### src/rtl/ldm_stm_sequencer.sv
// Load/Store Multiple sequencer: walks the IR register list one register per
// cycle, emitting register number and word address, then reports the
// base writeback value on a one-cycle DONE pulse.
//
// state    | meaning
// ---------+-----------------------------------------------------------
// S_IDLE   | waiting for START with an LDM/STM class instruction
// S_XFER   | outputs show a transfer; advance on each cycle without STALL
// S_FINISH | DONE cycle; WB_EN/WB_VALUE valid, then back to idle
module ldm_stm_sequencer #(
    parameter int ADDR_W = 32,
    parameter int LIST_W = 16
) (
    input  logic              CLK,
    input  logic              RESET,
    input  logic              START,
    input  logic [31:0]       IR,
    input  logic [ADDR_W-1:0] BASE,
    input  logic              STALL,
    output logic              BUSY,
    output logic              XFER_VALID,
    output logic [3:0]        REG_NUM,
    output logic [ADDR_W-1:0] ADDR,
    output logic              IS_LOAD,
    output logic              LAST,
    output logic              DONE,
    output logic              WB_EN,
    output logic [ADDR_W-1:0] WB_VALUE
);

    typedef enum logic [1:0] {S_IDLE, S_XFER, S_FINISH} state_t;

    state_t              r_state, w_state_nxt;
    logic [LIST_W-1:0]   r_list, w_list_nxt;
    logic                r_w, w_w_nxt;
    logic                r_is_load, w_is_load_nxt;
    logic [ADDR_W-1:0]   r_wb_value, w_wb_value_nxt;
    logic                r_busy, w_busy_nxt;
    logic                r_xfer_valid, w_xfer_valid_nxt;
    logic [3:0]          r_reg_num, w_reg_num_nxt;
    logic [ADDR_W-1:0]   r_addr, w_addr_nxt;
    logic                r_last, w_last_nxt;
    logic                r_done, w_done_nxt;
    logic                r_wb_en, w_wb_en_nxt;

    logic [4:0]          w_n;
    logic [ADDR_W-1:0]   w_four_n;
    logic [ADDR_W-1:0]   w_start_addr;
    logic [LIST_W-1:0]   w_list_rest;
    logic [LIST_W-1:0]   w_list_rest2;
    logic                w_accept;
    logic                w_unused;

    function automatic logic [3:0] f_lowest(input logic [LIST_W-1:0] list);
        f_lowest = '0;
        for (int i = LIST_W - 1; i >= 0; i--) begin
            if (list[i]) f_lowest = i[3:0];
        end
    endfunction

    function automatic logic [4:0] f_count(input logic [LIST_W-1:0] list);
        f_count = '0;
        for (int i = 0; i < LIST_W; i++) begin
            f_count = f_count + {4'b0000, list[i]};
        end
    endfunction

    assign w_unused     = ^{IR[31:28], IR[22], IR[19:16]};
    assign w_accept     = START && (IR[27:25] == 3'b100);
    assign w_n          = f_count(IR[LIST_W-1:0]);
    assign w_four_n     = ADDR_W'({w_n, 2'b00});
    // Lowest register always sits at the lowest address, so every mode
    // reduces to a start address that counts upward.
    assign w_start_addr = (IR[24:23] == 2'b01) ? BASE :
                          (IR[24:23] == 2'b11) ? BASE + ADDR_W'(4) :
                          (IR[24:23] == 2'b00) ? BASE - w_four_n + ADDR_W'(4) :
                                                 BASE - w_four_n;
    assign w_list_rest  = r_list & (r_list - LIST_W'(1));
    assign w_list_rest2 = w_list_rest & (w_list_rest - LIST_W'(1));

    // Next-state and next-output decode; every output is registered below.
    always_comb begin
        w_state_nxt      = r_state;
        w_list_nxt       = r_list;
        w_w_nxt          = r_w;
        w_is_load_nxt    = r_is_load;
        w_wb_value_nxt   = r_wb_value;
        w_busy_nxt       = r_busy;
        w_xfer_valid_nxt = r_xfer_valid;
        w_reg_num_nxt    = r_reg_num;
        w_addr_nxt       = r_addr;
        w_last_nxt       = r_last;
        w_done_nxt       = 1'b0;
        w_wb_en_nxt      = 1'b0;
        case (r_state)
            S_IDLE: begin
                w_busy_nxt       = 1'b0;
                w_xfer_valid_nxt = 1'b0;
                w_reg_num_nxt    = '0;
                w_addr_nxt       = '0;
                w_last_nxt       = 1'b0;
                if (w_accept) begin
                    w_list_nxt     = IR[LIST_W-1:0];
                    w_w_nxt        = IR[21];
                    w_is_load_nxt  = IR[20];
                    w_wb_value_nxt = IR[23] ? BASE + w_four_n : BASE - w_four_n;
                    w_busy_nxt     = 1'b1;
                    if (w_n != 5'd0) begin
                        w_state_nxt      = S_XFER;
                        w_xfer_valid_nxt = 1'b1;
                        w_reg_num_nxt    = f_lowest(IR[LIST_W-1:0]);
                        w_addr_nxt       = w_start_addr;
                        w_last_nxt       = (w_n == 5'd1);
                    end else begin
                        w_state_nxt = S_FINISH;
                        w_done_nxt  = 1'b1;
                        w_wb_en_nxt = IR[21];
                    end
                end
            end
            S_XFER: begin
                if (!STALL) begin
                    w_list_nxt = w_list_rest;
                    if (w_list_rest == '0) begin
                        w_state_nxt      = S_FINISH;
                        w_xfer_valid_nxt = 1'b0;
                        w_reg_num_nxt    = '0;
                        w_addr_nxt       = '0;
                        w_last_nxt       = 1'b0;
                        w_done_nxt       = 1'b1;
                        w_wb_en_nxt      = r_w;
                    end else begin
                        w_reg_num_nxt = f_lowest(w_list_rest);
                        w_addr_nxt    = r_addr + ADDR_W'(4);
                        w_last_nxt    = (w_list_rest2 == '0);
                    end
                end
            end
            S_FINISH: begin
                w_state_nxt = S_IDLE;
                w_busy_nxt  = 1'b0;
            end
            default: begin
                w_state_nxt = S_IDLE;
            end
        endcase
    end

    // State and output registers with synchronous reset.
    always_ff @(posedge CLK) begin
        if (RESET) begin
            r_state      <= S_IDLE;
            r_list       <= '0;
            r_w          <= 1'b0;
            r_is_load    <= 1'b0;
            r_wb_value   <= '0;
            r_busy       <= 1'b0;
            r_xfer_valid <= 1'b0;
            r_reg_num    <= '0;
            r_addr       <= '0;
            r_last       <= 1'b0;
            r_done       <= 1'b0;
            r_wb_en      <= 1'b0;
        end else begin
            r_state      <= w_state_nxt;
            r_list       <= w_list_nxt;
            r_w          <= w_w_nxt;
            r_is_load    <= w_is_load_nxt;
            r_wb_value   <= w_wb_value_nxt;
            r_busy       <= w_busy_nxt;
            r_xfer_valid <= w_xfer_valid_nxt;
            r_reg_num    <= w_reg_num_nxt;
            r_addr       <= w_addr_nxt;
            r_last       <= w_last_nxt;
            r_done       <= w_done_nxt;
            r_wb_en      <= w_wb_en_nxt;
        end
    end

    assign BUSY       = r_busy;
    assign XFER_VALID = r_xfer_valid;
    assign REG_NUM    = r_reg_num;
    assign ADDR       = r_addr;
    assign IS_LOAD    = r_is_load;
    assign LAST       = r_last;
    assign DONE       = r_done;
    assign WB_EN      = r_wb_en;
    assign WB_VALUE   = r_wb_value;

endmodule

### config.mk
export PLATFORM = sky130hd
export DESIGN_NAME = ldm_stm_sequencer
export DESIGN_NICKNAME = d
export VERILOG_FILES = /design/src/rtl/ldm_stm_sequencer.sv
export SDC_FILE = /design/constraint.sdc
export NUM_CORES = 1
export LEC_CHECK = 0
export CAP_MARGIN = 20
export CORE_MARGIN = 5
export CORE_UTILIZATION = 51
export CTS_BUF_LIST = sky130_fd_sc_hd__clkbuf_4
export DETAILED_ROUTE_END_ITERATION = 6
export GPL_TIMING_DRIVEN = 0
export PLACE_DENSITY = 0.8
export SYNTH_ARGS = -nofsm -noshare
export SYNTH_HDL_FRONTEND = slang
export SYNTH_SLANG_ARGS = --single-unit
### constraint.sdc
create_clock -name CLK -period 8.89 [get_ports CLK]
set_input_delay 2.667 -clock CLK [delete_from_list [all_inputs] [get_ports CLK]]
set_output_delay 2.667 -clock CLK [all_outputs]
set_load 0.05 [all_outputs]
# Word level (Yosys, flattened, before mapping)
# Cells that the tools add are included.
[totals]
elab_cells = 134
ff_bits = 93
in_bits = 68
out_inout_bits = 74
[op_classes]
addsub = 22
n_eq_ne = 9
n_mux = 76
n_bitwise = 2
n_reduce_logical = 13
[ops]
columns = ["op", "n"]
rows = [
  ["$mux 32", 8],
  ["$mux 4", 36],
  ["$add 32x3->32 const B", 3],
  ["$pmux 32 s2", 1],
  ["$add 5x1->5", 11],
  ["$add 32x7->32", 1],
  ["$and 16x16->16", 2],
  ["$logic_not 16->1", 2],
  ["$mux 16", 2],
  ["$pmux 16 s2", 1],
  ["$sub 16x1->16 const B", 2],
  ["$sub 32x7->32", 1],
  ["$mux 1", 17],
  ["$pmux 1 s2", 5],
  ["$reduce_and 3->1", 3],
  ["$mux 2", 4],
  ["$pmux 4 s2", 1],
  ["$ne 2x2->1 const B", 3],
  ["$add 4x1->5", 1],
  ["$eq 5x1->1 const B", 1],
  ["$reduce_bool 5->1", 1],
  ["$add 3x1->4", 1],
  ["$eq 2x1->1 const B", 2],
  ["$eq 2x2->1 const B", 2],
  ["other kinds (8)", 11],
]

# Depth between registers and ports, before layout
[depth]
word_depth = 23
depth_mapped = 26
ltp_nobuf = 24

# Worst setup path before layout
# OpenSTA, ideal clock, no wires.
[synth_path]
path_type = "input to register"
startpoint = "input port IR[5]"
endpoint = "register r_addr[26], in the netlist ADDR[26]"
arrival_ps = 8397
setup_time_ps = 116
path_buffers = 2
stages = 24
path_slack_ps = 377
path_cell_list = "inv_1 -> fa_1 -> inv_1 -> fa_1 -> inv_1 -> fa_1 -> fa_1 -> inv_1 -> ha_1 -> a21o_1 -> a21oi_1 -> xnor2_1 -> ha_1 -> buf_6 -> nor2b_1 -> a211oi_1 -> o21ai_0 -> a22oi_4 -> or4b_4 -> buf_2 -> nor4_4 -> mux2i_1 -> o22ai_1 -> a41o_1"
[synth_between]
elab_chain_len = 19
elab_cells_between_ends = 20
[synth_lines]
columns = ["item", "line", "text"]
rows = [
  ["start: declaration", "17", "input logic [31:0] IR,"],
  ["$add 5x1->5 (*) (11 in series)", "64", "f_count = f_count + {4'b0000, list[i]};"],
  ["$sub 32x7->32", "76, 77", ""],
  ["$add 32x3->32", "76", "(IR[24:23] == 2'b00) ? BASE - w_four_n + ADDR_W'(4) :"],
  ["$mux 32", "76", ""],
  ["$mux 32", "75", "(IR[24:23] == 2'b11) ? BASE + ADDR_W'(4) :"],
  ["$mux 32", "74", "assign w_start_addr = (IR[24:23] == 2'b01) ? BASE :"],
  ["$mux 32 (*)", "108", "if (w_n != 5'd0) begin"],
  ["$mux 32 (*)", "102", "if (w_accept) begin"],
  ["$pmux 32 s2 (*)", "95", "case (r_state)"],
  ["end signal: assignment", "173", "r_addr <= w_addr_nxt;"],
  ["end: declaration", "41", "logic [ADDR_W-1:0] r_addr, w_addr_nxt;"],
]
# Every way passes the cells marked *; elsewhere a longest branch is shown, timed or not.
# A chain may end at the register's enable or synchronous reset.

# Worst setup path after layout
[layout_path]
startpoint = "input port IR[5]"
endpoint = "register r_addr[17], in the netlist ADDR[17]"
# The elaborated chain is that of the path after synthesis.

==> flow_results.org <==
** Status
- The run finished, with violations left.
- Failing checks :: DRC

** Clock tree
- After clock tree synthesis, the clock-pin slew on the worst setup and hold paths is 0.17 ns.
- Maximum count of clock buffers along a single path :: 2
- The tree is rooted in a sky130_fd_sc_hd__clkbuf_4.
- The number of hold buffers added after CTS was 0.
- The later pin in the worst-skew pair is clocked with a latency of between 0.5 and 0.6 ns.
- TritonCTS clock tree :: done
- CTS built an H-tree with a depth of 3.
- CTS buffer count :: 9
- The clock net in this run drives a total of 93 sinks.

** Drt
- Wire length per cell after detailed routing :: 20.6 µm
- After the first detailed-routing iteration, the DRC count stood at around 1,500.
- Total length of routed wires :: around 34,000 µm
- Number of iterations in the first detailed-routing pass :: 7
- In this run the remaining antenna-violating nets after routing total 0.
- Dividing the detail-routed via count by the number of cells gives ~6.4.
- The routed layout has around 11,000 vias.
- After detailed routing, the number of remaining DRC violations is 2.

** Timing
- Number of endpoints with negative hold slack in the final report :: 0
- Setup Viol. Count Final :: 0
- Final number of max-transition violations :: 0
- Based on the critical path, the design can be clocked at up to between 0.1 and 0.15 GHz.
- Worst slew margin relative to its limit :: 28.9%
- After layout, the minimum clock period comes to around 8.6 ns.
- Across the routed clock network, the largest skew measured is roughly 0.025 ns.
- Final Cycle Share :: around 96%
- At the pin with the least slew margin, the transition time is roughly 1.1 ns.

** Place
- Count of buffers inserted at the top-level ports :: ~120
- Placed instance count :: about 1,600
- Detailed placer's ending HPWL :: roughly 26,000 µm
- Instance area after placement :: roughly 10,000 µm²
- Weighted congestion at the end of routability-driven global placement :: approximately 1.0

** Layout
- Count of nets after finishing :: 1,510
- Count of filler cells inserted in the layout :: about 1,600
- Non-filler cells, final :: between 1,500 and 2,000
- Share of cells above drive strength 1 :: around 7.3%
- Leaving out fill and tap cells, the most frequent cells in the layout are sky130_fd_sc_hd__nand2_1, sky130_fd_sc_hd__nor2_1, sky130_fd_sc_hd__a21oi_1.
- Commonest non-fill, non-tap cell in the layout :: sky130_fd_sc_hd__nand2_1
- Final std cell area, no fill :: approximately 11,000 µm²
- Compared with the post-synthesis result, the final layout area differs by 21.6%.

** Synth
- Counting every net in the synthesized netlist gives 1,372.
- For this run, the number of Yosys warnings is 0.
- Main flop type after synthesis :: sky130_fd_sc_hd__dfxtp_1
- Post-synthesis instance total :: ~1,300
- Post-Synthesis Cell Area :: around 9000 µm²
- Of the synthesized area, sequential elements account for between 20% and 30%.
- The synthesized design contains 0 enable-type register cells.
- Post-synthesis register bit count :: 93
- Of all flip-flops after synthesis, the portion carrying an async set or reset was 0%.
- Distinct cell type count after synthesis :: 88
- Mapped Avg Cell Area :: between 7 and 8 µm²

** Critical path
- For the worst setup path, the data required time is between 9 and 10 ns.
- Top fanout value on the critical path :: 10
- Element type at the critical path end :: flop
- The critical path starts at IR[5].
- Data arrival time of the worst path :: 9.01 ns
- Setup CP Type :: primary input to flop
- The setup check on the worst reg-to-reg path leaves a slack of just over 5 ns.
- Worst r2r src :: r_list[7]$_SDFFE_PP0P_
- Startpoint class of the critical path :: primary input

** GRT
- Across every metal layer, demand over resource in global routing totals about 32%.
- The first global-routing pass estimated ~52,000 µm of wire.
- Maximum number of pins on one net before global-route repair :: 17
- For this run the aggregate overflow at the end of global routing stands at 0.
- Via count of the first global-routing pass :: between 9,000 and 10,000
- Number of antenna violations at the first check in global routing :: 1

** Power
- In this run the static leakage power is approximately 3.8 nW.
- Switching pwr :: slightly above 0.8 mW
- Per report_power, the sequential group accounts for 24.9% of the total.
- IR analysis of the VDD net gives a maximum drop of 0.207 mV.
- Per report_power, the combinational group accounts for between 50 and 60% of the total.
- Power density of the placed cells :: 164 nW/µm²
- The clock network is responsible for between 15 and 20% of the overall power.
- Fraction of power spent switching nets :: between 40% and 50%
- Internal power summed over all cells :: between 0.9 and 1 mW

** Worst hold path
- Worst hold path type :: flop to flop
- In this run the most critical hold path is launched from WB_VALUE[27]$_SDFFE_PP0P_.

** Die
- The initialized floorplan defines 48 standard-cell rows.
- The die is about 140 µm tall.
- Overall die area :: roughly 20,000 µm²
- The die is about 140 µm wide.
- The region available for standard cell placement spans roughly 17,000 µm².
- Initial Utilization :: between 50% and 60%
- Ports :: roughly 140

** Run
- Reported max-cap violation count :: 0
==> final timing paths <==
path,to,cells after the start
setup / recovery,ADDR[17]$_SDFFE_PP0P_,25
hold reg to reg,WB_VALUE[27]$_SDFFE_PP0P_,2
setup reg to reg,LAST$_SDFFE_PP0P_,9
hold / removal,WB_VALUE[27]$_SDFFE_PP0P_,2
==> power groups by stage <==
stage               Combinational [mW]  Sequential, mW  Clock (mW)
floorplan                        0.635           0.484           0
CTS                              0.962           0.442       0.289
global placement                 0.890           0.451           0
finish                            1.05           0.443       0.289
global route                      1.13           0.445       0.304
detailed placement               0.912           0.451           0
==> per-stage QoR <==
stage / utilization [%] / hold slack (ns) / setup WS, ns / TNS, ns / power [mW]
after detailed placement: 60.4 / 0.447 / -0.962 / -16.83 / 1.36
after global routing: 63.0 / 0.485 / -0.00956 / -0.00956 / 1.88
final: 63.0 / 0.465 / 0.325 / 0 / 1.78
after CTS: 62.0 / 0.472 / -0.00750 / -0.00750 / 1.69
after floorplan: - / 0.436 / 0.377 / 0 / 1.12
after global placement: 60.4 / 0.443 / -1.33 / -20.12 / 1.34
==> state kept, by name, summed over array words and instances, names as in the netlist <==
register	count
WB_EN	1
XFER_VALID	1
LAST	1
WB_VALUE	32
r_state	2
REG_NUM	4
r_list	16
r_w	1
BUSY	1
ADDR	32
IS_LOAD	1
DONE	1
==> cell usage after synthesis, types with 6 or more instances <==
cell                        count  area share (%)
sky130_fd_sc_hd__o211ai_1       9            0.76
sky130_fd_sc_hd__nand2_1      136             5.7
sky130_fd_sc_hd__clkbuf_1      73             3.1
sky130_fd_sc_hd__fa_1          12             2.7
sky130_fd_sc_hd__a211oi_1      13             1.1
sky130_fd_sc_hd__o32ai_1        9            0.88
sky130_fd_sc_hd__o21ai_0       84             4.7
sky130_fd_sc_hd__buf_2         14            0.78
sky130_fd_sc_hd__or3_1         23             1.6
sky130_fd_sc_hd__xnor2_1       49             4.8
sky130_fd_sc_hd__inv_1         51             2.1
sky130_fd_sc_hd__buf_1          7            0.29
sky130_fd_sc_hd__nor2_1       124             5.2
sky130_fd_sc_hd__nand2b_1      13            0.91
sky130_fd_sc_hd__nor3_1        43             2.4
sky130_fd_sc_hd__mux2i_1       13             1.5
sky130_fd_sc_hd__a22oi_1        6            0.50
sky130_fd_sc_hd__nand4_1       18             1.3
sky130_fd_sc_hd__nor2b_1       16             1.1
sky130_fd_sc_hd__o221ai_1       6            0.59
sky130_fd_sc_hd__xor2_1        37             3.6
sky130_fd_sc_hd__nand3b_1       6            0.50
sky130_fd_sc_hd__o31ai_1        6            0.50
sky130_fd_sc_hd__o22ai_1       10            0.70
sky130_fd_sc_hd__o21a_1         6            0.50
sky130_fd_sc_hd__or4_1         12             1.0
sky130_fd_sc_hd__and3_1        25             1.8
sky130_fd_sc_hd__a2111oi_0      7            0.69
sky130_fd_sc_hd__ha_1          19             2.7
sky130_fd_sc_hd__and2_1        10            0.70
sky130_fd_sc_hd__a21oi_1      115             6.4
sky130_fd_sc_hd__nor4_1        23             1.6
sky130_fd_sc_hd__nand3_1       55             3.1
sky130_fd_sc_hd__dfxtp_1       93              21
sky130_fd_sc_hd__a31oi_1       22             1.5
==> layout make-up <==
| type | instances | area [µm²] | share of cell area (%) |
|---|---|---|---|
| Clock buffer | 9 | 67.6 | 0.622 |
| Clock inverter | 7 | 97.6 | 0.899 |
| Multi-Input combinational cell | 1032 | 6680 | 61.5 |
| Antenna cell | 1 | 2.50 | 0.0230 |
| Inverter | 52 | 195 | 1.80 |
| Sequential cell | 93 | 1860 | 17.1 |
| Buffer | 95 | 394 | 3.63 |
| Tap cell | 225 | 282 | 2.59 |
| Timing Repair Buffer | 128 | 1280 | 11.8 |
==> per-layer routing <==
| layer | GRT usage (%) | wire, µm | vias to the layer above |
|---|---|---|---|
| met5 | 0 | 0 | - |
| met4 | 12.9 | 1340 | 0 |
| met3 | 5.91 | 3780 | 105 |
| met2 | 51.3 | 15200 | 694 |
| met1 | 42.9 | 13600 | 4899 |
| li1 | - | - | 4882 |
==> what timing repair did <==
action | CTS | global route
gates resized for setup | 17 | 32
setup endpoints to repair | 17 | 23
pin swaps | 6 | 4
buffers inserted | 5 | 3
==> critical path: stages <==
cell,delay (ns)
sky130_fd_sc_hd__dlymetal6s2s_1,0.18
sky130_fd_sc_hd__inv_1,0.10
sky130_fd_sc_hd__fa_1,0.53
sky130_fd_sc_hd__inv_1,0.05
sky130_fd_sc_hd__fa_1,0.35
sky130_fd_sc_hd__inv_1,0.08
sky130_fd_sc_hd__fa_1,0.44
sky130_fd_sc_hd__fa_2,0.59
sky130_fd_sc_hd__inv_1,0.05
sky130_fd_sc_hd__ha_1,0.28
sky130_fd_sc_hd__a21o_1,0.21
sky130_fd_sc_hd__a21oi_4,0.23
sky130_fd_sc_hd__xnor2_4,0.19
sky130_fd_sc_hd__ha_1,0.30
sky130_fd_sc_hd__buf_6,0.15
sky130_fd_sc_hd__a2111oi_4,0.45
sky130_fd_sc_hd__buf_4,0.19
sky130_fd_sc_hd__nor3_2,0.05
sky130_fd_sc_hd__xnor2_1,0.18
sky130_fd_sc_hd__or4b_4,0.55
sky130_fd_sc_hd__buf_4,0.21
sky130_fd_sc_hd__nor4_4,0.27
sky130_fd_sc_hd__mux2i_1,0.27
sky130_fd_sc_hd__o2111ai_2,0.21
sky130_fd_sc_hd__a31oi_1,0.23
==> kinds of logic after synthesis <==
family / synth area share (%)
xor gates and xnor gates: 8.62
muxes: 1.96
buffers and inverters: 6.59
and+or+nand+nor: 30.4
AOI/OAI and AO/OA: 25.5
adders and majority gates: 6.04
DFF: 20.8
Note: power is estimated with default switching activity, not from simulation.
